<file path="config.mk">
export PLATFORM = sky130hd
export DESIGN_NAME = mem_axi_bridge
export DESIGN_NICKNAME = d
export VERILOG_FILES = /design/src/rtl/mem_bridge_pkg.sv /design/src/rtl/mem_bridge_wdog.sv /design/src/rtl/mem_axi_bridge.sv
export SDC_FILE = /design/constraint.sdc
export NUM_CORES = 1
export LEC_CHECK = 0
export ABC_AREA = 1
export CAP_MARGIN = 0
export CORE_AREA = 2 2 218 220
export CTS_CLUSTER_DIAMETER = 120
export CTS_CLUSTER_SIZE = 10
export DETAILED_ROUTE_END_ITERATION = 10
export DIE_AREA = 0 0 220 222
export SLEW_MARGIN = 40
export SYNTH_ARGS = -nofsm -noshare
export SYNTH_HDL_FRONTEND = slang
export SYNTH_HIERARCHICAL = 1
export SYNTH_SLANG_ARGS = --single-unit
</file>
<file path="constraint.sdc">
create_clock -name clk -period 1.85 [get_ports clk]
set_input_delay 0.37 -clock clk [delete_from_list [all_inputs] [get_ports clk]]
set_output_delay 0.37 -clock clk [all_outputs]
set_load 0.02 [all_outputs]
</file>
<file path="src/rtl/mem_bridge_pkg.sv">
// Shared types for the core-to-AXI memory bridge.
// Optional watchdog enabled by MEM_BRIDGE_TIMEOUT_EN.
package mem_bridge_pkg;

  typedef enum logic [2:0] {
    IDLE,
    WADDR,
    WRESP,
    RADDR,
    RDATA,
    DONE
  } state_t;

  localparam logic [1:0] RESP_OKAY   = 2'b00;
  localparam logic [1:0] RESP_SLVERR = 2'b10;

  function automatic logic is_busy(input state_t s);
    return (s == WADDR) || (s == WRESP) ||
           (s == RADDR) || (s == RDATA);
  endfunction

endpackage

</file>
<file path="src/rtl/mem_bridge_wdog.sv">
// Stall watchdog for the memory bridge; only built when
// MEM_BRIDGE_TIMEOUT_EN is defined.
module mem_bridge_wdog #(
  parameter int LIMIT = 256
) (
  input  logic clk,
  input  logic rst_n,
  input  logic busy,
  input  logic restart,
  output logic expired
);

  localparam int CW = $clog2(LIMIT + 1);

  logic [CW-1:0] cnt;

  always_ff @(posedge clk or negedge rst_n) begin
    if (!rst_n) begin
      cnt <= '0;
    end else if (restart) begin
      cnt <= '0;
    end else if (busy && !expired) begin
      cnt <= cnt + CW'(1);
    end
  end

  // fires on the LIMIT-th cycle spent in one busy state
  assign expired = busy && (cnt == CW'(LIMIT - 1));

endmodule

</file>
<file path="src/rtl/mem_axi_bridge.sv">
// Core load/store to AXI4-Lite master bridge with core stall.
// Optional watchdog enabled by MEM_BRIDGE_TIMEOUT_EN.
module mem_axi_bridge
  import mem_bridge_pkg::*;
#(
  parameter int          ADDR_W      = 64,
  parameter int          DATA_W      = 64,
  parameter int          STRB_W      = DATA_W / 8,
  parameter int          ID_W        = 4,
  parameter int unsigned TXN_ID      = 0,
  parameter int          TIMEOUT_CYC = 256
) (
  input  logic              clk,
  input  logic              rst,
  input  logic              req_ren_i,
  input  logic [ADDR_W-1:0] req_raddr_i,
  input  logic              req_wen_i,
  input  logic [ADDR_W-1:0] req_waddr_i,
  input  logic [DATA_W-1:0] req_wdata_i,
  input  logic [STRB_W-1:0] req_wmask_i,
  output logic              hold_o,
  output logic              rvalid_o,
  output logic [DATA_W-1:0] rdata_o,
  output logic              err_o,
  output logic              m_awvalid_o,
  input  logic              m_awready_i,
  output logic [ADDR_W-1:0] m_awaddr_o,
  output logic [ID_W-1:0]   m_awid_o,
  output logic              m_wvalid_o,
  input  logic              m_wready_i,
  output logic [DATA_W-1:0] m_wdata_o,
  output logic [STRB_W-1:0] m_wstrb_o,
  input  logic              m_bvalid_i,
  output logic              m_bready_o,
  input  logic [1:0]        m_bresp_i,
  output logic              m_arvalid_o,
  input  logic              m_arready_i,
  output logic [ADDR_W-1:0] m_araddr_o,
  output logic [ID_W-1:0]   m_arid_o,
  input  logic              m_rvalid_i,
  output logic              m_rready_o,
  input  logic [DATA_W-1:0] m_rdata_i,
  input  logic [1:0]        m_rresp_i
);

  if (DATA_W % 8 != 0 || STRB_W != DATA_W / 8 ||
      TIMEOUT_CYC < 1) begin : g_cfg_err
    $error("mem_axi_bridge: bad configuration");
  end

  state_t state, state_n, state_d;

  logic aw_done, w_done;
  logic rd_pend, rd_done, err_acc;
  logic aw_hs, w_hs, b_hs, r_hs;
  logic to, abort;

  logic [ADDR_W-1:0] awaddr_q, araddr_q;
  logic [DATA_W-1:0] wdata_q;
  logic [STRB_W-1:0] wstrb_q;

  assign aw_hs = m_awvalid_o && m_awready_i;
  assign w_hs  = m_wvalid_o && m_wready_i;
  assign b_hs  = m_bready_o && m_bvalid_i;
  assign r_hs  = m_rready_o && m_rvalid_i;

`ifdef MEM_BRIDGE_TIMEOUT_EN
  mem_bridge_wdog #(
    .LIMIT(TIMEOUT_CYC)
  ) u_wdog (
    .clk    (clk),
    .rst_n  (rst),
    .busy   (is_busy(state)),
    .restart(state_d != state),
    .expired(to)
  );
`else
  assign to = 1'b0;
`endif

  always_ff @(posedge clk or negedge rst) begin
    if (!rst) state <= IDLE;
    else      state <= state_d;
  end

  always_comb begin
    state_n = state;
    unique case (state)
      IDLE: begin
        if (req_wen_i)      state_n = WADDR;
        else if (req_ren_i) state_n = RADDR;
      end
      WADDR: begin
        if ((aw_done || aw_hs) && (w_done || w_hs))
          state_n = WRESP;
      end
      WRESP: begin
        if (m_bvalid_i)
          state_n = rd_pend ? RADDR : DONE;
      end
      RADDR: if (m_arready_i) state_n = RDATA;
      RDATA: if (m_rvalid_i)  state_n = DONE;
      DONE:  state_n = IDLE;
      default: state_n = IDLE;
    endcase
    // a handshake that lands on the expiry cycle still wins
    abort   = to && (state_n == state);
    state_d = abort ? DONE : state_n;
  end

  always_comb begin
    hold_o      = 1'b0;
    rvalid_o    = 1'b0;
    err_o       = 1'b0;
    m_awvalid_o = 1'b0;
    m_wvalid_o  = 1'b0;
    m_bready_o  = 1'b0;
    m_arvalid_o = 1'b0;
    m_rready_o  = 1'b0;
    unique case (state)
      IDLE:  hold_o = req_ren_i || req_wen_i;
      WADDR: begin
        hold_o      = 1'b1;
        m_awvalid_o = !aw_done;
        m_wvalid_o  = !w_done;
      end
      WRESP: begin
        hold_o     = 1'b1;
        m_bready_o = 1'b1;
      end
      RADDR: begin
        hold_o      = 1'b1;
        m_arvalid_o = 1'b1;
      end
      RDATA: begin
        hold_o     = 1'b1;
        m_rready_o = 1'b1;
      end
      DONE: begin
        rvalid_o = rd_done;
        err_o    = err_acc;
      end
      default: ;
    endcase
  end

  always_ff @(posedge clk or negedge rst) begin
    if (!rst) begin
      aw_done  <= 1'b0;
      w_done   <= 1'b0;
      rd_pend  <= 1'b0;
      rd_done  <= 1'b0;
      err_acc  <= 1'b0;
      awaddr_q <= '0;
      wdata_q  <= '0;
      wstrb_q  <= '0;
      araddr_q <= '0;
      rdata_o  <= '0;
    end else begin
      if (state == IDLE && (req_wen_i || req_ren_i)) begin
        aw_done <= 1'b0;
        w_done  <= 1'b0;
        rd_done <= 1'b0;
        err_acc <= 1'b0;
        rd_pend <= req_wen_i && req_ren_i;
        if (req_wen_i) begin
          awaddr_q <= req_waddr_i;
          wdata_q  <= req_wdata_i;
          wstrb_q  <= req_wmask_i;
        end
        if (req_ren_i) araddr_q <= req_raddr_i;
      end
      if (aw_hs) aw_done <= 1'b1;
      if (w_hs)  w_done  <= 1'b1;
      if (b_hs) begin
        rd_pend <= 1'b0;
        if (m_bresp_i != RESP_OKAY) err_acc <= 1'b1;
      end
      if (r_hs) begin
        rdata_o <= m_rdata_i;
        rd_done <= 1'b1;
        if (m_rresp_i != RESP_OKAY) err_acc <= 1'b1;
      end
      if (abort) begin
        err_acc <= 1'b1;
        rd_pend <= 1'b0;
        if (rd_pend || state == RADDR || state == RDATA) begin
          rdata_o <= '1;
          rd_done <= 1'b1;
        end
      end
    end
  end

  assign m_awaddr_o = awaddr_q;
  assign m_wdata_o  = wdata_q;
  assign m_wstrb_o  = wstrb_q;
  assign m_araddr_o = araddr_q;
  assign m_awid_o   = ID_W'(TXN_ID);
  assign m_arid_o   = ID_W'(TXN_ID);

endmodule

</file>
== After elaboration in Yosys (flattened, before gate mapping) ==
Cells that the tools add are included.

* Register bits after elaboration: 272
* Input port bits: 277
* Output and inout port bits: 280
* Word-level logic and storage cells: 71

* Equality and inequality tests: 10
* Multiplexer cells: 27
* Reductions and logical operators: 23

{| class="wikitable"
|+ Operators by type and width
! operator !! count
|-
| 3-bit 2-to-1 mux || 7
|-
| 1-bit 2-to-1 mux || 18
|-
| 3-bit case mux with 5 select lines || 1
|-
| 2-bit nonzero test || 6
|-
| 2-bit != test, second input constant || 4
|-
| 1-bit logical AND || 7
|-
| 3-bit by 2-bit equality test with 1-bit output, second input constant || 2
|-
| 3-bit equality test, second input constant || 2
|-
| 5-bit AND reduction || 1
|-
| 2-bit AND reduction || 2
|-
| 4-bit OR reduction || 1
|-
| 3-bit by 1-bit equality test with 1-bit output, second input constant || 1
|-
| 3-bit zero test || 1
|-
| 1-bit logical OR || 3
|-
| 3-bit != test, second input constant || 1
|-
| 1-bit zero test || 2
|-
| 1-bit case mux with 2 select lines || 1
|}

== Longest topological paths before layout ==
* Word-level depth: 7
* Gate-level depth with buffers: 8

== Worst setup path after synthesis ==
OpenSTA, ideal clock, no wires.

* Path type: flip-flop to output port
* Start: register state[0]
* End: output port m_awvalid_o
* Arrival time: 1.180 ns
* Data required time: 1.480 ns
* Path slack: 0.300 ns
* Cell stages (with the launch flop): 5
* Buffers on the path: 0
* Cell sequence: dfrtp_1 -> inv_1 -> nor3_1 -> inv_1 -> nor2_1

* Cells in the longest elaborated chain, start to end: 2

{| class="wikitable"
|+ RTL lines
! what !! RTL line !! source
|-
| start, declared || mem_axi_bridge.sv:51 || <nowiki>state_t state, state_n, state_d;</nowiki>
|-
| start signal, assigned || mem_axi_bridge.sv:83 || <nowiki>else state <= state_d;</nowiki>
|-
| 3-bit by 1-bit equality test with 1-bit output || mem_axi_bridge.sv:120 || <nowiki>unique case (state)</nowiki>
|-
| 1-bit 2-to-1 mux || mem_axi_bridge.sv:120 ||
|-
| end, declared || mem_axi_bridge.sv:25 || <nowiki>output logic m_awvalid_o,</nowiki>
|}

No other way between the ends.

== Worst setup path after layout ==
* Start: register state[0]
* End: output port hold_o

* Cells in the longest elaborated chain, start to end: 3
* Elaborated cells on any way between the ends: 7

{| class="wikitable"
|+ RTL lines
! what !! RTL line !! source
|-
| 3-bit by 2-bit equality test with 1-bit output, or another cell as far along || mem_axi_bridge.sv:120 ||
|-
| 4-bit OR reduction (no source line) || -- ||
|-
| 1-bit case mux with 2 select lines * || mem_axi_bridge.sv:120 ||
|-
| end, declared || mem_axi_bridge.sv:21 || <nowiki>output logic hold_o,</nowiki>
|}

Every way passes the cells marked *; elsewhere a longest branch is shown, timed or not.

==> results.yml <==
status:
  status: "complete, but fails checks"
  violations: "negative setup slack"
logic_synthesis:
  synth_ff_type: "dfrtp_1"
  synthTopCellsByArea: "dfrtp_1 (63%), nand2_1 (23%), o21ai_0 (6.4%)"
  synth_top_area_frac: 0.631
  synth-warning-count: 6
  synth_commonest_cells: "nand2_1 (674), dfrtp_1 (272), o21ai_0 (139)"
  syn_area_per_cell_um2: 8.82
  netlist_area_um2: 10800
  postSynthCellCount: 1223
  ys_seq_area_frac: 0.631
  ys_types: 24
  async_reset_ff_frac: 1.00
  ys_seq_elements: 272
  yosysMostFrequentCell: "nand2_1"
  yosys.area.top_type: "dfrtp_1"
  synth_edf_count: 0
final_layout:
  drive_above_1_share: 0.0900
  synthToLayoutAreaGrowth_pct: 70.5
  fill_cells: 4713
  design_area_um2: 18400
  finalNetCount: 2100
  diodes: 0
sta:
  tightest_slew_ns: 0.584
  setup_viol: 43
  min_period_ns: 2.05
  rsz0062_at_grt: "true"
  setup_tns_ns: -1.34
  slew-limit-headroom: 0.611
  report.final.slew_viol_count: 0
  timing.final.crit_share: 1.11
  final.setup_skew_ns: 0.0167
  hold_viol_final: 0
  fmax_mhz: 489
  timing.final.ws_setup_ns: -0.197
  holdWs_ns: 0.338
critical_path:
  path_cells: "buf_4 -> nor2_4 -> buf_4 -> o21ai_2 -> inv_1 -> buf_6"
  ff2ff_setup_slack_ns: -0.04
  cp_slowest_cell: "dfrtp_1"
  worstSetupPathType: "reg2out"
  end_kind: "primary output"
  cp-start-kind: "flop"
  crit_required_ns: 1.48
  r2r-start: "state[0]"
  worstPathArrival_ns: 1.68
  timing.rr.end: "m_araddr_o[52]"
  crit_path_max_fanout: 3
  crit_top_cell: "buf_4"
  cp_slowest_stage_delay_ns: 0.41
  reg2regPathDepth: 11
global_route:
  grt_first_pass_wirelength_um: 58900
  gr-total-overflow: 0
  grt_pass1_vias: 10156
  antenna_found_initial: 1
  grt_use_total: 0.153
  grt_max_degree: 121
clock_tree:
  clk_pin_slew_ns: 0.06
  clock_path_buffers: 3
  clock-sinks: 272
  cts_tree: "built"
  insertion_delay_ns: 0.56
  root_buffer: "clkbuf_16"
  htreeDepth: 1
  cts_buffers: 31
detailed_routing:
  antenna_left: 0
  vias: 10392
  drt_first_pass_iters: 5
  drt-total-wl_um: 42400
  vias_per_cell: 4.28
  drc: 0
  drt_iter0_markers: 653
  routedWlPerCell_um: 17.5
power:
  p_leak_nw: 9.50
  powerDensity_nw_per_um2: 1660
  ir_drop_uv: 713
  p_total_mw: 30.6
hold_path:
  min_path_type: "in2reg"
  min_from: "req_wdata_i[45]"
  hold_end: "m_wdata_o[45]"
  holdPathStages: 3
run:
  drv_cap: 0
die:
  ioPinCount: 557
  die_width_um: 220
  coreArea_um2: 46300
  fp-row-count: 79
  fp.dieArea_um2: 48800
  die_h_um: 222
  start_util: 0.233
placement:
  hpwlAfterDp_um: 28500
  routabilityCongestion: 0.830
  portBuffers: 548
  dpl_cell_area_um2: 17100
  dp_worst_setup_slack_ns: -0.590
==> metrics by stage <==
stage	cells	utilization
finish	2429	0.398
global route	2429	0.398
CTS	2395	0.384
detailed placement	2355	0.371
global placement	2355	0.371
floorplan	1230	-
==> cells in the final DEF, fill, tap and decap left out, types with 17 or more instances in the layout <==
cell type,count
nand2_1,666
clkdlybuf4s50_1,275
dfrtp_1,270
dlygate4sd2_1,264
o21ai_0,88
o21ai_1,51
buf_4,47
clkbuf_16,41
buf_12,17
buf_6,17
==> layout make-up <==
type | instances | area (um^2) | area share
flip-flops and latches | 272 | 6810 | 0.370
repair buffers | 639 | 6380 | 0.347
multi-input cells | 859 | 3580 | 0.194
clock buffers | 31 | 776 | 0.0422
well taps | 607 | 759 | 0.0413
inverters | 20 | 88.8 | 0.00483
clock inverters | 1 | 8.76 | 0.000476
==> sequential cells by signal, indices dropped and copies added (netlist names) <==
signal / count
err_acc: 1
aw_done: 1
rd_pend: 1
m_wdata_o: 64
w_done: 1
state: 3
rdata_o: 64
rd_done: 1
m_awaddr_o: 64
m_araddr_o: 64
m_wstrb_o: 8
==> per-layer routing <==
| layer | part of all wire | up-vias | track usage |
|---|---|---|---|
| li1 | - | 4970 | - |
| met1 | 0.42 | 4981 | 0.191 |
| met2 | 0.48 | 372 | 0.262 |
| met4 | 0.026 | 2 | 0.0522 |
| met5 | 0.00017 | - | 0 |
| met3 | 0.070 | 67 | 0.0331 |
==> kinds of logic after synthesis <==
| kind of cell | synth area share |
|---|---|
| buffers and inverters | 0.0510 |
| AO/OA/AOI/OAI | 0.0675 |
| AND/OR/NAND/NOR | 0.250 |
| flip-flops | 0.631 |
| other | 0.000348 |
==> worst max-delay path: cells and delay by family (launching register included) <==
kind / cells / cell delay [ns]
AOI/OAI and AO/OA: 1 / 0.06
buffers and inverters: 4 / 0.50
DFF: 1 / 0.41
and+or+nand+nor: 1 / 0.15
==> worst max-delay path by stage <==
| stage | startpoint | end | slack, ns | cells after the start |
|---|---|---|---|---|
| 3_5_place_dp | req_wen_i | hold_o | -0.59 | 6 |
| 5_1_grt | state[0] | hold_o | -0.28 | 6 |
| 3_3_place_gp | req_wen_i | hold_o | -0.63 | 6 |
| 2_1_floorplan | state[0] | m_awvalid_o | 0.30 | 4 |
| 6_report | state[0] | hold_o | -0.20 | 6 |
| 4_1_cts | state[1] | hold_o | -0.24 | 6 |
==> what timing repair did <==
action	4_1_cts	5_1_grt
pin swaps	4	8
buffers inserted	7	17
hold endpoints to repair	44	0
hold buffers	1	0
cloned	0	17
setup endpoints to repair	272	264
gates resized for setup	333	87
==> power by group <==
group	switching [mW]	leakage (nW)	internal (mW)	total, mW
sequential	1.36	3.40	8.72	10.1
combinational	9.28	5.72	5.98	15.3
clock	2.31	0.387	2.92	5.23
total	13.0	9.50	17.6	30.6
Power figures use the tool's default switching activity.
